==> src/rtl/mips_reg_dump.sv <==
// Post-halt register-file dump engine: walks R0..R(NREGS-1) over a sync read port onto a valid/ready stream.
// Optional trailing XOR checksum word is enabled with `define DUMP_CHECKSUM_EN.
module mips_reg_dump #(
  parameter int NREGS = 32
) (
  input  logic        clk1,
  input  logic        rst,
  input  logic        halted,
  input  logic        start,
  output logic        reg_rd_en,
  output logic [4:0]  reg_addr,
  input  logic [31:0] reg_rdata,
  output logic        tx_valid,
  input  logic        tx_ready,
  output logic [31:0] tx_data,
  output logic        tx_last,
  output logic        busy,
  output logic        done
);

  typedef enum logic [2:0] {IDLE, RD, SEND, CSUM, DONE} state_t;

  localparam logic [4:0] LAST_IDX = 5'(NREGS - 1);

  state_t      state_q, state_d;
  logic [4:0]  idx_q, idx_d;
  logic        halted_q, halted_d;
  logic        armed_q, armed_d;
  logic        fresh_q, fresh_d;
  logic [31:0] data_q, data_d;
  logic        rd_en_q, rd_en_d;
  logic [4:0]  addr_q, addr_d;
  logic        valid_q, valid_d;
  logic        last_q, last_d;
  logic        busy_q, busy_d;
  logic        done_q, done_d;
  logic        trigger;
  logic        handshake;
  logic [31:0] word;
`ifdef DUMP_CHECKSUM_EN
  logic [31:0] acc_q, acc_d;
`endif

  // The read data only arrives in the first SEND cycle, so it is forwarded
  // directly then and held in data_q for any stalled cycles that follow.
  assign word = fresh_q ? reg_rdata : data_q;

  // armed_q suppresses a false edge when halted is already high at reset release.
  assign trigger   = (halted & ~halted_q & armed_q) | start;
  assign handshake = valid_q & tx_ready;

  always_comb begin
    state_d  = state_q;
    idx_d    = idx_q;
    halted_d = halted;
    armed_d  = 1'b1;
    fresh_d  = 1'b0;
    data_d   = data_q;
`ifdef DUMP_CHECKSUM_EN
    acc_d    = acc_q;
`endif
    case (state_q)
      IDLE: begin
        if (trigger) begin
          state_d = RD;
          idx_d   = 5'd0;
`ifdef DUMP_CHECKSUM_EN
          acc_d   = 32'd0;
`endif
        end
      end
      RD: begin
        state_d = SEND;
        fresh_d = 1'b1;
      end
      SEND: begin
        data_d = word;
        if (handshake) begin
`ifdef DUMP_CHECKSUM_EN
          acc_d = acc_q ^ word;
`endif
          if (idx_q == LAST_IDX) begin
`ifdef DUMP_CHECKSUM_EN
            state_d = CSUM;
`else
            state_d = DONE;
`endif
          end else begin
            idx_d   = idx_q + 5'd1;
            state_d = RD;
          end
        end
      end
      CSUM: begin
        if (handshake) state_d = DONE;
      end
      DONE: begin
        if (!halted && !start) state_d = IDLE;
      end
      default: state_d = IDLE;
    endcase

    // Outputs are decoded from the next state so they leave the flops cleanly.
    rd_en_d = (state_d == RD);
    addr_d  = (state_d == RD) ? idx_d : addr_q;
    valid_d = (state_d == SEND) || (state_d == CSUM);
`ifdef DUMP_CHECKSUM_EN
    last_d  = (state_d == CSUM);
`else
    last_d  = (state_d == SEND) && (idx_d == LAST_IDX);
`endif
    busy_d  = (state_d == RD) || (state_d == SEND) || (state_d == CSUM);
    done_d  = (state_d == DONE);
  end

  always_ff @(posedge clk1) begin
    if (rst) begin
      state_q  <= IDLE;
      idx_q    <= 5'd0;
      halted_q <= 1'b0;
      armed_q  <= 1'b0;
      fresh_q  <= 1'b0;
      data_q   <= 32'd0;
      rd_en_q  <= 1'b0;
      addr_q   <= 5'd0;
      valid_q  <= 1'b0;
      last_q   <= 1'b0;
      busy_q   <= 1'b0;
      done_q   <= 1'b0;
`ifdef DUMP_CHECKSUM_EN
      acc_q    <= 32'd0;
`endif
    end else begin
      state_q  <= state_d;
      idx_q    <= idx_d;
      halted_q <= halted_d;
      armed_q  <= armed_d;
      fresh_q  <= fresh_d;
      data_q   <= data_d;
      rd_en_q  <= rd_en_d;
      addr_q   <= addr_d;
      valid_q  <= valid_d;
      last_q   <= last_d;
      busy_q   <= busy_d;
      done_q   <= done_d;
`ifdef DUMP_CHECKSUM_EN
      acc_q    <= acc_d;
`endif
    end
  end

  assign reg_rd_en = rd_en_q;
  assign reg_addr  = addr_q;
  assign tx_valid  = valid_q;
  assign tx_last   = last_q;
  assign busy      = busy_q;
  assign done      = done_q;
`ifdef DUMP_CHECKSUM_EN
  assign tx_data   = (state_q == CSUM) ? acc_q : word;
`else
  assign tx_data   = word;
`endif

endmodule
==> config.mk <==
export PLATFORM = sky130hd
export DESIGN_NAME = mips_reg_dump
export DESIGN_NICKNAME = d
export VERILOG_FILES = /design/src/rtl/mips_reg_dump.sv
export SDC_FILE = /design/constraint.sdc
export NUM_CORES = 1
export LEC_CHECK = 0
export BUFFER_PORTS_ARGS = -buffer_cell sky130_fd_sc_hd__buf_2
export CORE_ASPECT_RATIO = 0.9
export CORE_MARGIN = 4
export CORE_UTILIZATION = 45
export DETAILED_ROUTE_END_ITERATION = 12
export PLACE_DENSITY = 0.75
export SLEW_MARGIN = 20
export SYNTH_ARGS = -nofsm -noshare
export SYNTH_HDL_FRONTEND = slang
export SYNTH_SLANG_ARGS = --single-unit
==> constraint.sdc <==
create_clock -name clk1 -period 1.7 [get_ports clk1]
set_input_delay 0.085 -clock clk1 [delete_from_list [all_inputs] [get_ports clk1]]
set_output_delay 0.085 -clock clk1 [all_outputs]
set_load 0.005 [all_outputs]
==> results of run 1 <==
==> what timing repair did <==
item,4_1_cts,5_1_grt
endpoints found under the setup margin,18,21
hold buffers,0,0
cloned,0,0
gates resized for setup,5,21
setup buffers,3,6
pin swaps,7,8
==> logic make-up (layout without fill, tap and decap cells) <==
group           after synthesis  after routing  synth area share (%)
mux                          64             64                  28.9
buf+inv                      19            117                  3.35
flops                        53             53                  45.1
fa+ha+maj                     1              1                 0.532
compound gates               25             25                  7.76
simple gates                 73             73                  14.4
==> layout make-up <==
type	count	share of cell area (%)
Inverter	1	0.118
Clock inverter	3	0.707
Multi-Input combinational cell	163	40.9
Timing Repair Buffer	108	20.1
Sequential cell	53	33.5
Clock buffer	5	2.16
Tap cell	65	2.55
==> worst paths after layout <==
check,startpoint,endpoint,slack (ns),cells after the start
setup / recovery,idx_q[1],tx_last,0.01,6
hold / removal,halted,halted_q,0.04,2
setup reg to reg,idx_q[1],tx_last,0.01,6
hold reg to reg,reg_addr[1],reg_addr[1],0.46,2
==> power by group through the flow <==
| stage | combinational [uW] | sequential, uW | clock, uW |
|---|---|---|---|
| floorplan | 354 | 1340 | 0 |
| global placement | 568 | 1340 | 0 |
| detailed placement | 574 | 1340 | 0 |
| CTS | 586 | 1320 | 731 |
| global route | 715 | 1320 | 795 |
| finish | 655 | 1320 | 710 |
==> routing by layer <==
| layer | global-route usage (%) | part of all wire (%) |
|---|---|---|
| met5 | 0 | 0 |
| met4 | 5.47 | 0.73 |
| met3 | 4.97 | 6.8 |
| met2 | 28.0 | 47 |
| met1 | 21.6 | 45 |
==> metrics by stage <==
stage / instance area (um2) / utilization (%) / setup TNS [ns] / setup WS [ns]
2_1_floorplan: 2350 / - / 0 / 0.000890
3_3_place_gp: 2930 / 59.1 / -0.0257 / -0.0257
3_5_place_dp: 2930 / 59.1 / -0.418 / -0.0530
4_1_cts: 3050 / 61.5 / 0 / 0.00595
5_1_grt: 3190 / 64.3 / -0.119 / -0.0793
6_report: 3190 / 64.3 / 0 / 0.0119
==> placed cells by master (no fill, tap or decap), types with 2 or more instances in the layout <==
| cell type | instances |
|---|---|
| nand3_1 | 2 |
| nor2b_1 | 2 |
| dfxtp_2 | 5 |
| nand2_1 | 3 |
| mux2_1 | 30 |
| mux2i_1 | 32 |
| a2111oi_0 | 2 |
| and3_1 | 2 |
| dfxtp_1 | 48 |
| a21oi_1 | 5 |
| buf_4 | 27 |
| nand2b_1 | 2 |
| nor3_1 | 4 |
| a21oi_2 | 3 |
| mux2_2 | 2 |
| clkbuf_8 | 5 |
| nor2_1 | 44 |
| clkinv_4 | 2 |
| nand4_1 | 4 |
| buf_2 | 78 |
==> registers in the layout (all words and copies together) (netlist names) <==
register,count
tx_last,1
state_q,3
idx_q,5
done,1
reg_addr,5
halted_q,1
busy,1
tx_valid,1
fresh_q,1
reg_rd_en,1
armed_q,1
data_q,32
==> flow_metrics.env, run 1 <==
export IMPL_min_path_type="in -> reg"
export IMPL_place_inst=381
export IMPL_ys_top_cells_by_count="53 x dfxtp_1, 44 x nor2_1, 32 x mux2i_1"
export IMPL_ys_flop_type="dfxtp_1"
export IMPL_wl_mm=5.59
export IMPL_slew_viol_final=0
export IMPL_track_usage_pct=17.1
export IMPL_clk_path_buf_depth=2
export IMPL_comb_power_share_pct=24.4
export IMPL_grt_pass1_vias=2031
export IMPL_rsz0062_at_grt="true"
export IMPL_setup_violations=0
export IMPL_wl_per_cell_um=14.1
export IMPL_cts_buffers_inserted=5
export IMPL_slew_headroom_pct=66.8
export IMPL_clock_latency_ns=0.30
export IMPL_syn_num_nets=273
export IMPL_yosys_warnings=0
export IMPL_fin_worst_skew_ns=0.00488
export IMPL_clock_tree_root_cell="clkbuf_8"
export IMPL_dr_pass1_iters=4
export IMPL_crit_path_max_fanout=6
export IMPL_crit_family="compound AO/OA/AOI/OAI gates"
export IMPL_ant_nets=0
export IMPL_cp_cell_sequence="ha_4 > nand4_1 > nand2_2 > a2111o_1 > a21oi_2 > nor3_2"
export IMPL_crit_buf_inv=0
export IMPL_cts_reportedPaths_clkPinSlew_ns=0.09
export IMPL_fillCellCount=428
export IMPL_vias=2059
export IMPL_dieArea_um2=6450
export IMPL_initialDrtViolationCount=98
export IMPL_grt_ovfl_total=0
export IMPL_synth_edff_count=0
export IMPL_core_um2=4950
export IMPL_irDropWorstVdd_mv=0.547
export IMPL_synth_area_leaders="dfxtp_1 45%, mux2_1 14%, mux2i_1 14%"
export IMPL_yosysUniqueCellTypes=37
export IMPL_grt_max_degree=33
export IMPL_p_total_uw=2680
export IMPL_cts_tree="yes"
export IMPL_net_switching_power_uw=766
export IMPL_port_buffers=78
export IMPL_antennaDiodeCount=0
export IMPL_grt_first_pass_wirelength_mm=9.21
export IMPL_finalHoldViolations=0
export IMPL_required_ns=1.88
export IMPL_p_int_uw=1920
export IMPL_p_sw_share_pct=28.6
export IMPL_h_tree_depth=2
export IMPL_rows=24
export IMPL_floorplan_initialDensity_pct=47.5
export IMPL_max_freq_mhz=592
export IMPL_die_x_um=84.2
export IMPL_vias_per_cell=5.17
export IMPL_post_synth_cell_area_avg_um2=10.0
export IMPL_seq_area_frac_synth_pct=45.1
export IMPL_synthCells=235
export IMPL_fin_crit_sh_pct=99.3
export IMPL_drive_gt1_share_pct=41.7
export IMPL_crit_arrival_ns=1.87
export IMPL_fin_crit_ns=1.69
export IMPL_instances_no_fill=398
export IMPL_tightest_slew_ns=0.494
export IMPL_area_growth_syn_to_layout_pct=35.4
export IMPL_maxCapViolCount=0
export IMPL_start_kind="register"
export IMPL_die_y_um=76.6
export IMPL_dp_hpwl_mm=3.86
export IMPL_ys_seq_elements=53
export IMPL_netlist_area_leader_share_pct=45.1
export IMPL_path_class="reg -> reg"
export IMPL_place_gp_congestion=0.800
export IMPL_clock_sinks=53
export IMPL_p_leak_uw=0.00148
export IMPL_max_stage_delay_ns=0.55
export IMPL_multi_input_area_um2=1300
export IMPL_synth_largest_area_cell="dfxtp_1"
export IMPL_syn_area_um2=2350
export IMPL_crit_slowest_cell="a2111o_1"
export IMPL_seqPwrFrac_pct=49.1
export IMPL_status="complete, no violations"
export IMPL_drc=0
export IMPL_fin_nets=370
export IMPL_hold_ws_ns=0.0359
export IMPL_antenna_found_initial=0
export IMPL_seq_area_um2=1070
export IMPL_powerDensity_nw_per_um2=842
export IMPL_num_io_pins=79
export IMPL_clkPwrFrac_pct=26.5
export IMPL_worstSetupEndpointType="register"
export IMPL_yosysMostFrequentCell="dfxtp_1"
export IMPL_postSynth_asyncResetShare_pct=0
No activity file was read; power rests on OpenSTA's default activity.
==> inputs of run 2 (changes only) <==
--- a/config.mk
+++ b/config.mk
@@ -6,11 +6,12 @@
 export NUM_CORES = 1
 export LEC_CHECK = 0
 export BUFFER_PORTS_ARGS = -buffer_cell sky130_fd_sc_hd__buf_2
+export CAP_MARGIN = 20
 export CORE_ASPECT_RATIO = 0.9
 export CORE_MARGIN = 4
-export CORE_UTILIZATION = 45
+export CORE_UTILIZATION = 50
 export DETAILED_ROUTE_END_ITERATION = 12
-export PLACE_DENSITY = 0.75
+export PLACE_DENSITY = 0.79
 export SLEW_MARGIN = 20
 export SYNTH_ARGS = -nofsm -noshare
 export SYNTH_HDL_FRONTEND = slang
==> constraint.sdc (replaced) <==
create_clock -name clk1 -period 1.9 [get_ports clk1]
set_input_delay 0.095 -clock clk1 [delete_from_list [all_inputs] [get_ports clk1]]
set_output_delay 0.095 -clock clk1 [all_outputs]
set_load 0.005 [all_outputs]
==> flow_metrics.env, run 2 (synthesis results as in run 1) <==
export IMPL_crit_path_max_fanout=6
export IMPL_p_leak_uw=0.00136
export IMPL_status="complete, no violations"
export IMPL_fin_nets=350
export IMPL_num_io_pins=79
export IMPL_r2r_worst_path_cells=6
export IMPL_r2r_end="idx_q[0]"
export IMPL_grt_max_degree=33
export IMPL_initialDrtViolationCount=95
export IMPL_slew_headroom_pct=65.1
export IMPL_ant_nets=0
export IMPL_irDropWorstVdd_mv=0.501
export IMPL_use_met2_pct=27.2
export IMPL_hold_path_end="halted_q"
export IMPL_worstSetupEndpointType="register"
export IMPL_grt_ovfl_total=0
export IMPL_drc=0
export IMPL_fin_crit_ns=1.83
export IMPL_final_area_um2=2940
export IMPL_largest_reg_flops=32
export IMPL_grt_first_pass_wirelength_mm=8.14
export IMPL_vias=1922
export IMPL_clk_path_buf_depth=2
export IMPL_final_common_cell="buf_2"
export IMPL_floorplan_initialDensity_pct=52.4
export IMPL_top_register="data_q"
export IMPL_dp_hpwl_mm=3.55
export IMPL_die_x_um=80.3
export IMPL_maxCapViolCount=0
export IMPL_p_total_uw=2300
export IMPL_die_y_um=73.1
export IMPL_dieArea_um2=5870
export IMPL_clock_sinks=53
export IMPL_h_tree_depth=2
export IMPL_dr_pass1_iters=4
export IMPL_required_ns=2.09
export IMPL_path_class="reg -> reg"
export IMPL_finalHoldViolations=0
export IMPL_fin_crit_sh_pct=96.6
export IMPL_rsz0062_at_grt="true"
export IMPL_clock_tree_root_cell="clkbuf_8"
export IMPL_port_buffers=78
export IMPL_crit_arrival_ns=2.03
export IMPL_final_cell_mix="78 x buf_2, 53 x dfxtp_1, 44 x nor2_1"
export IMPL_tightest_slew_ns=0.520
export IMPL_wl_per_cell_um=13.1
export IMPL_worstHoldPathCells=2
export IMPL_place_gp_congestion=0.808
export IMPL_min_path_type="in -> reg"
export IMPL_area_growth_syn_to_layout_pct=24.9
export IMPL_slew_viol_final=0
export IMPL_dpl_cell_area_um2=2830
export IMPL_fin_worst_skew_ns=0.00931
export IMPL_rrSetupSlack_ns=0.07
export IMPL_max_freq_mhz=545
export IMPL_cts_tree="yes"
export IMPL_setup_violations=0
export IMPL_cts_reportedPaths_clkPinSlew_ns=0.10
export IMPL_clock_latency_ns=0.31
export IMPL_start_kind="register"
export IMPL_core_um2=4490
export IMPL_drive_gt1_share_pct=31.6
export IMPL_track_usage_pct=17.7
export IMPL_timing_rr_start="idx_q[0]"
export IMPL_grt_util_met1_pct=23.5
export IMPL_grt_pass1_vias=1818
export IMPL_place_ws_ns=0.0919
export IMPL_busiest_layer="met2"
export IMPL_antennaDiodeCount=0
export IMPL_fin_setup_tns_ns=0
export IMPL_antenna_found_initial=0
export IMPL_rows=23
export IMPL_hp_start="halted"
export IMPL_cts_buffers_inserted=5
export IMPL_vias_per_cell=5.13
export IMPL_wl_mm=4.91
export IMPL_powerDensity_nw_per_um2=782
export IMPL_grt_util_met3_pct=4.69
export IMPL_layout_setup_ws_ns=0.0651
## run 2: layer usage
metal,part of all wire (%),vias to the layer above
met4,1.5,0
met2,45,58
met1,46,871
met3,7.1,9
li1,-,984
met5,0,-
## run 2: cell type report
type                       instances  area, um2
clock inverter                     2       13.8
tap                               62       77.6
clock buffer                       6       72.6
multi-input combinational        163       1230
sequential                        53       1060
fill                             385       1550
timing repair buffer              88        478
inverter                           1       3.75
## run 2: report_power, final
part / total (uW) / switching (uW) / leakage, uW / internal, uW
sequential: 1180 / 22.1 / 0.000430 / 1150
clock: 625 / 362 / 0.0000456 / 263
combinational: 499 / 256 / 0.000889 / 244
## run 2: how the worst max path moves through the flow
stage | startpoint | end | slack (ns) | depth (start not counted)
5_1_grt | idx_q[0] | reg_addr[3] | -0.06 | 7
3_3_place_gp | idx_q[0] | tx_last | 0.17 | 6
2_1_floorplan | idx_q[0] | reg_addr[3] | 0.20 | 6
4_1_cts | idx_q[0] | tx_last | 0.03 | 6
3_5_place_dp | idx_q[0] | tx_last | 0.09 | 6
6_report | idx_q[0] | idx_q[0] | 0.07 | 6
## run 2: repair_timing
item	4_1_cts	5_1_grt
gates resized for setup	0	1
hold buffers	0	0
setup buffers	0	1
endpoints found under the setup margin	0	6
## run 2: through the flow
stage / utilization, % / std cells / hold WS, ns
after floorplan: - / 235 / 0.223
after global placement: 63.1 / 366 / 0.346
after detailed placement: 63.1 / 366 / 0.353
after CTS: 65.0 / 374 / 0.0362
after global routing: 65.5 / 375 / 0.0431
final: 65.5 / 375 / 0.0441
## run 2: worst max-delay path, stage by stage, from the launching register on
cell and delay [ns]:
dfxtp_1 0.36, ha_1 0.26, nand4_1 0.14, nand2_1 0.17, a2111o_1 0.54, a21oi_1 0.19, nor2_1 0.06
